## config.mk

```make
export PLATFORM = sky130hd
export DESIGN_NAME = ext_cpu_ctrl_slave
export DESIGN_NICKNAME = d
export VERILOG_FILES = /design/src/rtl/ext_cpu_ctrl_slave.sv
export SDC_FILE = /design/constraint.sdc
export NUM_CORES = 1
export LEC_CHECK = 0
export CAP_MARGIN = 25
export CORE_AREA = 2 2 117 119
export CTS_CLUSTER_DIAMETER = 150
export DETAILED_ROUTE_END_ITERATION = 10
export DIE_AREA = 0 0 119 121
export PLACE_DENSITY = 0.87
export SYNTH_ARGS = -nofsm -noshare
export SYNTH_HDL_FRONTEND = slang
export SYNTH_SLANG_ARGS = --single-unit
```

## constraint.sdc

```tcl
create_clock -name clk_i -period 3.2 [get_ports clk_i]
set_clock_uncertainty 0.1 [all_clocks]
set_input_delay 0.96 -clock clk_i [delete_from_list [all_inputs] [get_ports clk_i]]
set_output_delay 0.96 -clock clk_i [all_outputs]
set_load 0.05 [all_outputs]
```

## src/rtl/ext_cpu_ctrl_slave.sv

```systemverilog
// ---------------------------------------------------------------------------
// ext_cpu_ctrl_slave
//
// Bus responder that lets software restart individual harts of the external
// CPU cluster and choose the address each hart boots from afterwards.
//
// Each hart has its own restart sequencer. It waits for the hart to go to
// sleep (or gives up after a timeout), holds the hart's reset low for a
// programmable number of cycles, then releases it. The boot select is latched
// when reset goes low, so it is stable whenever the core can sample it.
//
// Register map (word address = addr[4:2]):
//   0x00 CTRL       W: bit h = 1 restarts hart h   R: busy bits
//   0x04 BOOT_SEL   RW [NHARTS-1:0]
//   0x08 STATUS     RO [NHARTS-1:0] sleep, [8+NHARTS-1:8] busy
//   0x0C RST_CYCLES RW [7:0], 0 behaves as 1
//   0x10 SCRATCH    RW [31:0]
//   0x14..0x1C      read 0, writes ignored
//
// Ports:
//   clk_i, rst_ni        clock, asynchronous active-low reset
//   slave_req_i          request valid (always granted in the same cycle)
//   slave_we_i           1 = write, 0 = read
//   slave_be_i           byte enables for writes
//   slave_addr_i         byte address (only bits [4:2] decoded)
//   slave_wdata_i        write data
//   slave_gnt_o          grant, combinational copy of slave_req_i
//   slave_rvalid_o       response valid, one cycle after each grant
//   slave_rdata_o        registered read data, 0 for writes
//   sleep_i              per-hart sleep status from the cluster
//   reset_core_o         per-hart reset enable, 0 holds the core in reset
//   select_boot_addr_o   per-hart boot select, 0 = base, 1 = WFI address
//   busy_o               per-hart sequencer active
// ---------------------------------------------------------------------------
module ext_cpu_ctrl_slave #(
    parameter int NHARTS        = 3,
    parameter int RESET_CYCLES  = 8,
    parameter int SLEEP_TIMEOUT = 1024
) (
    input  logic              clk_i,
    input  logic              rst_ni,
    input  logic              slave_req_i,
    input  logic              slave_we_i,
    input  logic [3:0]        slave_be_i,
    input  logic [31:0]       slave_addr_i,
    input  logic [31:0]       slave_wdata_i,
    output logic              slave_gnt_o,
    output logic              slave_rvalid_o,
    output logic [31:0]       slave_rdata_o,
    input  logic [NHARTS-1:0] sleep_i,
    output logic [NHARTS-1:0] reset_core_o,
    output logic [NHARTS-1:0] select_boot_addr_o,
    output logic [NHARTS-1:0] busy_o
);

    localparam logic [1:0] ST_IDLE       = 2'd0;
    localparam logic [1:0] ST_WAIT_SLEEP = 2'd1;
    localparam logic [1:0] ST_ASSERT_RST = 2'd2;
    localparam logic [1:0] ST_RELEASE    = 2'd3;

    localparam logic [2:0] REG_CTRL       = 3'd0;
    localparam logic [2:0] REG_BOOT_SEL   = 3'd1;
    localparam logic [2:0] REG_STATUS     = 3'd2;
    localparam logic [2:0] REG_RST_CYCLES = 3'd3;
    localparam logic [2:0] REG_SCRATCH    = 3'd4;

    // The timeout counter only has to reach SLEEP_TIMEOUT-1.
    localparam int              TO_W    = (SLEEP_TIMEOUT > 1) ? $clog2(SLEEP_TIMEOUT) : 1;
    localparam logic [TO_W-1:0] TO_LAST = TO_W'(SLEEP_TIMEOUT - 1);

    // Bus response state
    logic                          rvalid_q, rvalid_d;
    logic [31:0]                   rdata_q, rdata_d;

    // Software-visible registers
    logic [NHARTS-1:0]             boot_sel_q, boot_sel_d;
    logic [7:0]                    rst_cycles_q, rst_cycles_d;
    logic [31:0]                   scratch_q, scratch_d;

    // Per-hart sequencer state
    logic [NHARTS-1:0][1:0]        state_q, state_d;
    logic [NHARTS-1:0][TO_W-1:0]   to_cnt_q, to_cnt_d;
    logic [NHARTS-1:0][7:0]        rst_cnt_q, rst_cnt_d;
    logic [NHARTS-1:0]             sel_q, sel_d;
    logic [NHARTS-1:0]             reset_core_q, reset_core_d;

    logic [2:0]                    reg_idx;
    logic                          wr_en;
    logic [NHARTS-1:0]             busy;
    logic [NHARTS-1:0]             restart_req;
    logic [31:0]                   rd_val;
    logic [7:0]                    rst_load;
    logic                          unused_addr_bits;

    assign reg_idx          = slave_addr_i[4:2];
    assign wr_en            = slave_req_i & slave_we_i;
    assign unused_addr_bits = ^{slave_addr_i[31:5], slave_addr_i[1:0]};

    // No backpressure: every request is accepted in the cycle it appears.
    assign slave_gnt_o    = slave_req_i;
    assign slave_rvalid_o = rvalid_q;
    assign slave_rdata_o  = rdata_q;

    assign reset_core_o       = reset_core_q;
    assign select_boot_addr_o = sel_q;
    assign busy_o             = busy;

    // A programmed length of zero would otherwise skip the reset pulse.
    assign rst_load = (rst_cycles_q == 8'd0) ? 8'd1 : rst_cycles_q;

    // Busy flags straight from the sequencer states.
    always_comb begin
        busy = '0;
        for (int h = 0; h < NHARTS; h++) begin
            busy[h] = (state_q[h] != ST_IDLE);
        end
    end

    // Read mux. Values reflect the state in the request cycle; the response
    // appears one cycle later through the rdata register.
    always_comb begin
        rd_val = '0;
        case (reg_idx)
            REG_CTRL:       rd_val[NHARTS-1:0] = busy;
            REG_BOOT_SEL:   rd_val[NHARTS-1:0] = boot_sel_q;
            REG_STATUS: begin
                rd_val[NHARTS-1:0]  = sleep_i;
                rd_val[8 +: NHARTS] = busy;
            end
            REG_RST_CYCLES: rd_val[7:0] = rst_cycles_q;
            REG_SCRATCH:    rd_val = scratch_q;
            default:        rd_val = '0;
        endcase
    end

    // Response channel: one rvalid per granted request, rdata zero on writes.
    always_comb begin
        rvalid_d = slave_req_i;
        rdata_d  = (slave_req_i && !slave_we_i) ? rd_val : 32'd0;
    end

    // Register writes, honouring byte enables. The hart-sized fields all live
    // in byte 0, so only be[0] gates them.
    always_comb begin
        boot_sel_d   = boot_sel_q;
        rst_cycles_d = rst_cycles_q;
        scratch_d    = scratch_q;
        restart_req  = '0;
        if (wr_en && slave_be_i[0]) begin
            case (reg_idx)
                REG_CTRL:       restart_req  = slave_wdata_i[NHARTS-1:0];
                REG_BOOT_SEL:   boot_sel_d   = slave_wdata_i[NHARTS-1:0];
                REG_RST_CYCLES: rst_cycles_d = slave_wdata_i[7:0];
                default:        ;
            endcase
        end
        if (wr_en && (reg_idx == REG_SCRATCH)) begin
            for (int b = 0; b < 4; b++) begin
                if (slave_be_i[b]) begin
                    scratch_d[b*8 +: 8] = slave_wdata_i[b*8 +: 8];
                end
            end
        end
    end

    // Restart sequencers. Requests are only accepted in IDLE, so a restart
    // already in flight is never extended or re-queued. Boot select and reset
    // length are captured on entry to ASSERT_RST, so later register writes do
    // not disturb a running sequence. Because reset goes low one cycle after
    // the request at the earliest, a hart restarting itself still receives
    // its bus response first.
    always_comb begin
        state_d      = state_q;
        to_cnt_d     = to_cnt_q;
        rst_cnt_d    = rst_cnt_q;
        sel_d        = sel_q;
        reset_core_d = reset_core_q;
        for (int h = 0; h < NHARTS; h++) begin
            case (state_q[h])
                ST_IDLE: begin
                    reset_core_d[h] = 1'b1;
                    if (restart_req[h]) begin
                        state_d[h]  = ST_WAIT_SLEEP;
                        to_cnt_d[h] = '0;
                    end
                end
                ST_WAIT_SLEEP: begin
                    if (sleep_i[h] || (to_cnt_q[h] == TO_LAST)) begin
                        state_d[h]      = ST_ASSERT_RST;
                        sel_d[h]        = boot_sel_q[h];
                        rst_cnt_d[h]    = rst_load;
                        reset_core_d[h] = 1'b0;
                    end else begin
                        to_cnt_d[h] = to_cnt_q[h] + TO_W'(1);
                    end
                end
                ST_ASSERT_RST: begin
                    if (rst_cnt_q[h] <= 8'd1) begin
                        state_d[h]      = ST_RELEASE;
                        reset_core_d[h] = 1'b1;
                    end else begin
                        rst_cnt_d[h] = rst_cnt_q[h] - 8'd1;
                    end
                end
                default: begin
                    state_d[h]      = ST_IDLE;
                    reset_core_d[h] = 1'b1;
                end
            endcase
        end
    end

    // State registers. Reset drops any pending response and releases all
    // cores immediately.
    always_ff @(posedge clk_i or negedge rst_ni) begin
        if (!rst_ni) begin
            rvalid_q     <= 1'b0;
            rdata_q      <= '0;
            boot_sel_q   <= '0;
            rst_cycles_q <= 8'(RESET_CYCLES);
            scratch_q    <= '0;
            state_q      <= '0;
            to_cnt_q     <= '0;
            rst_cnt_q    <= '0;
            sel_q        <= '0;
            reset_core_q <= '1;
        end else begin
            rvalid_q     <= rvalid_d;
            rdata_q      <= rdata_d;
            boot_sel_q   <= boot_sel_d;
            rst_cycles_q <= rst_cycles_d;
            scratch_q    <= scratch_d;
            state_q      <= state_d;
            to_cnt_q     <= to_cnt_d;
            rst_cnt_q    <= rst_cnt_d;
            sel_q        <= sel_d;
            reset_core_q <= reset_core_d;
        end
    end

endmodule

```

Word level (Yosys, flattened, before mapping)
Cells that the tools add are included.
{"block": "word_totals", "reg_bits": 142, "elab_cells": 150, "out_inout_bits": 43, "inputBits": 75}
{"block": "classes", "n_reduce_logical": 42, "order_cmp": 3, "muxes": 47, "n_eq_ne": 28, "n_bitwise": 1, "n_addsub": 6}
{"op": "10-bit 2-to-1 mux", "count": 6}
{"op": "10-bit one-hot mux with 2 select lines", "count": 3}
{"op": "8-bit 2-to-1 mux", "count": 7}
{"op": "8-bit one-hot mux with 2 select lines", "count": 3}
{"op": "32-bit 2-to-1 mux", "count": 1}
{"op": "10-bit by 1-bit adder with 10-bit output, second input constant", "count": 3}
{"op": "10-bit equality test, second input constant", "count": 3}
{"op": "2-bit != test, second input constant", "count": 15}
{"op": "3-bit AND reduction", "count": 9}
{"op": "8-bit by 1-bit <= comparator with 1-bit output, second input constant", "count": 3}
{"op": "2-bit AND reduction", "count": 12}
{"op": "8-bit by 1-bit subtractor with 8-bit output, second input constant", "count": 3}
{"op": "21-bit 2-to-1 mux", "count": 1}
{"op": "2-bit 2-to-1 mux", "count": 9}
{"op": "2-bit one-hot mux with 3 select lines", "count": 3}
{"op": "2-bit nonzero test", "count": 9}
{"op": "3-bit one-hot mux with 5 select lines", "count": 1}
{"op": "5-bit one-hot mux with 2 select lines", "count": 1}
{"op": "8-bit logical NOT", "count": 1}
{"op": "2-bit by 1-bit equality test with 1-bit output, second input constant", "count": 3}
{"op": "2-bit equality test, second input constant", "count": 3}
{"op": "3-bit by 2-bit equality test with 1-bit output, second input constant", "count": 2}
{"op": "2-bit logical NOT", "count": 3}
{"op": "1-bit 2-to-1 mux", "count": 6}
{"op": "10 further kinds", "count": 17}

Longest topological paths before layout
{"block": "logic_depth", "ltp_word": 5, "ltp_mapped": 9, "ltp_nobuf": 7}

Least setup slack after synthesis
OpenSTA, ideal clock, no wires.
{"block": "synth_timing", "path_type": "input -> register", "from": "in slave_addr_i[2]", "to": "reg to_cnt_q[14] (netlist name)", "required_time_ns": 3.035, "arrival_ns": 2.542, "slack_ns": 0.493, "path_buffers": 2, "setup_ns": 0.065, "stages": 7, "path_cell_list": "clkbuf_1 nor3_2 a31oi_1 or3_1 clkbuf_1 o31ai_1 a21o_1"}
{"block": "synth_via", "elab_chain_cells": 5}
{"element": "start: declaration", "line": "45", "source": "input logic [31:0] slave_addr_i,"}
{"element": "3-bit logical NOT", "line": "150", "source": "case (reg_idx)"}
{"element": "3-bit 2-to-1 mux", "line": "150"}
{"element": "3-bit 2-to-1 mux", "line": "149", "source": "if (wr_en && slave_be_i[0]) begin"}
{"element": "2-bit != test (no line)"}
{"element": "3-bit AND reduction (no line)"}
{"element": "end signal: assignment", "line": "234", "source": "to_cnt_q <= to_cnt_d;"}
{"element": "end: declaration", "line": "82", "source": "logic [NHARTS-1:0][TO_W-1:0] to_cnt_q, to_cnt_d;"}
No other way between the ends.
A chain may end at the register's enable or synchronous reset.

Final worst setup path
{"block": "layout_timing", "from": "reg state_q[0] (netlist name)", "to": "out busy_o[0]"}
{"block": "layout_via", "elab_chain_cells": 1}
{"element": "start: declaration", "line": "81", "source": "logic [NHARTS-1:0][1:0] state_q, state_d;"}
{"element": "start signal: assignment", "line": "233", "source": "state_q <= state_d;"}
{"element": "2-bit nonzero test", "line": "115", "source": "busy[h] = (state_q[h] != ST_IDLE);"}
{"element": "end: declaration", "line": "53", "source": "output logic [NHARTS-1:0] busy_o"}
No other way between the ends.

==> results.yml <==
grt:
  grt_pass1_wl_um: 28400
  grt_start_max_net_pins: 57
  gr-total-overflow: 0
  grt_antenna_before_repair: 0
  grt_pass1_vias: 5705
  grt_use_total_pct: 24.9
drt:
  vias_per_cell: 5.99
  drt_wl_total_um: 17200
  drt_iter0_drc: 452
  drc: 0
  wire_per_inst_um: 18.3
  drtAntennaViolNets: 0
  drt_first_pass_iters: 5
  vias: 5632
die:
  fp.dieW_um: 119
  initial_utilization_pct: 52.5
  dieArea_sq_um: 14400
  rows: 42
  fp.dieH_um: 121
  core_sq_um: 13100
  io_pins: 118
timing:
  hold_viol: 0
  timing.fmax_mhz: 334
  rsz0062_at_grt: "no"
  relSlewSlack_pct: 45.0
  drv_slew: 0
  fin_tns_setup_ps: 0
  min_period_ps: 3000
  tightest_slew_ps: 818
  fin_hold_ws_ps: 325
  setup_viol: 0
  fin_crit_sh_pct: 93.7
placed_design:
  globalplace.congestion: 0.855
  port_buffers: 88
  dpl.hpwl_um: 11900
  place_area_sq_um: 8040
synthesis:
  ys_types: 59
  yosys_warnings: 0
  synth-seq-area-share_pct: 51.8
  ys_async_sr_fraction_pct: 100
  syn_area_per_cell_sq_um: 10.6
  synth_seq_cells: 142
  synth_top_cell_by_area: "dfrtp_1"
  ys.flop_type: "dfrtp_1"
  synth_cells: 649
  synth_enable_flop_cells: 0
  synth.net_count: 745
  synth_area_sq_um: 6860
  synth_top_area_share_pct: 50.3
  yosys-top-cells-area: "dfrtp_1, mux2_2, ha_1, o21ai_0, nor2_1"
worst_setup_path:
  crit_type: "reg -> out"
  arrival_ps: 1940
  cp-end-kind: "output pin"
  cp_max_fo: 5
  required_ps: 2140
  startpoint_type: "register"
  r2r_cells: 6
cells_and_area:
  layout_common_cells: "dfrtp_1, clkdlybuf4s50_1, mux2_2, nor2_1, nand2_1"
  nets: 849
  final_util_pct: 65.8
  final_common_cell: "dfrtp_1"
  n_antenna_cell: 0
  multi_input_area_sq_um: 3120
  stdcell_area_sq_um: 8610
  regArea_sq_um: 3560
  drive_gt1_share_pct: 15.4
  fillCellCount: 938
  area_delta_synth_final_pct: 25.4
cts:
  cts_made_buffers: 17
  root_buffer: "clkbuf_16"
  clock_sinks: 142
  clk_pin_slew_ps: 60
  insertion_delay_ps: 430
  post_cts_buffers: 0
  tritoncts: "built"
  clock_path_buffers: 2
  h-tree-depth: 4
  postCtsHoldBufs: 0
pwr:
  ir_drop_uv: 500
  p_leak_uw: 0.00385
  p_per_area_nw_per_um2: 826
hold_path:
  hp-class: "in -> async"
run:
  cap_violations: 0
status:
  status: "completed"
## synthesized netlist by cell type (8+ instances only)
cell type,count
ha_1,21
a21oi_1,34
a22oi_1,10
dfrtp_1,138
o21ai_0,38
nor2_1,50
nand2_1,45
and2_1,24
a31oi_1,18
nor2b_1,9
clkbuf_1,18
inv_1,26
nor3_1,24
mux2i_1,10
nand3_1,10
and3_1,13
nand4_1,8
mux2_2,51
## critical path, stage by stage, from the launching register on
cell and delay, ps:
dfrtp_1 390, inv_1 100, ha_1 300, inv_1 170, dlygate4sd2_1 550
## stage by stage
stage	setup slack (ps)	power [uW]	cells
after floorplan	493	4340	649
after global placement	193	4960	910
after detailed placement	137	5160	910
after CTS	5.64	7110	941
after global routing	129	7520	941
final	203	7110	941
## cells by family (layout without fill, tap and decap cells)
group,count (synthesis),after routing,share of synthesized area [%]
adders and majority gates,21,21,3.83
and+or+nand+nor,214,214,16.0
DFF,142,142,51.8
buffers and inverters,48,164,2.72
AOI/OAI and AO/OA,162,162,15.6
muxes,62,62,10.0
## sequential cells by signal, indices dropped and copies added (netlist names)
name                cells
state_q                 6
rst_cycles_q            8
slave_rdata_o          32
rst_cnt_q              24
slave_rvalid_o          1
to_cnt_q               30
reset_core_o            3
boot_sel_q              3
select_boot_addr_o      3
scratch_q              32
## per-layer routing
metal / GRT usage (%) / wire (um) / share of wire [%]
met2: 40.9 / 8740 / 51
met1: 31.0 / 6890 / 40
met3: 6.02 / 1060 / 6.1
met5: 0 / 0 / 0
met4: 12.0 / 541 / 3.1
## timing repair
| action | 4_1_cts | 5_1_grt |
|---|---|---|
| cloned | 0 | 0 |
| resized for setup | 1 | 2 |
| setup endpoints to repair | 1 | 2 |
| pin swaps | 0 | 0 |
## path summary, 6_finish.rpt
kind                       slack [ps]                          end                       from
hold / removal                    320     to_cnt_q[15]$_DFFE_PN0P_                     rst_ni
max in group asynchronous        1970  reset_core_o[2]$_DFFE_PN1P_                     rst_ni
min in group clk_i                370  slave_rdata_o[20]$_DFF_PN0_  scratch_q[20]$_DFFE_PN0P_
hold reg to reg                   370  slave_rdata_o[20]$_DFF_PN0_  scratch_q[20]$_DFFE_PN0P_
setup reg to reg                  710     to_cnt_q[10]$_DFFE_PN0P_   to_cnt_q[10]$_DFFE_PN0P_
setup / recovery                  200                    busy_o[0]     state_q[0]$_DFFE_PN0P_
## layout make-up
class                      count  share of cell area, %
clock buffer                  18                   4.98
clock inverter                13                   1.61
inverter                      27                   1.18
multi-input combinational    459                   36.2
sequential                   142                   41.3
tap                          176                   2.56
timing repair buffer         106                   12.1
## power by group
group	internal [uW]	switching, uW
Sequential	2190	365
Clock	1140	780
Combinational	1080	1560
Total	4410	2700
(Power assumes the default switching activity.)
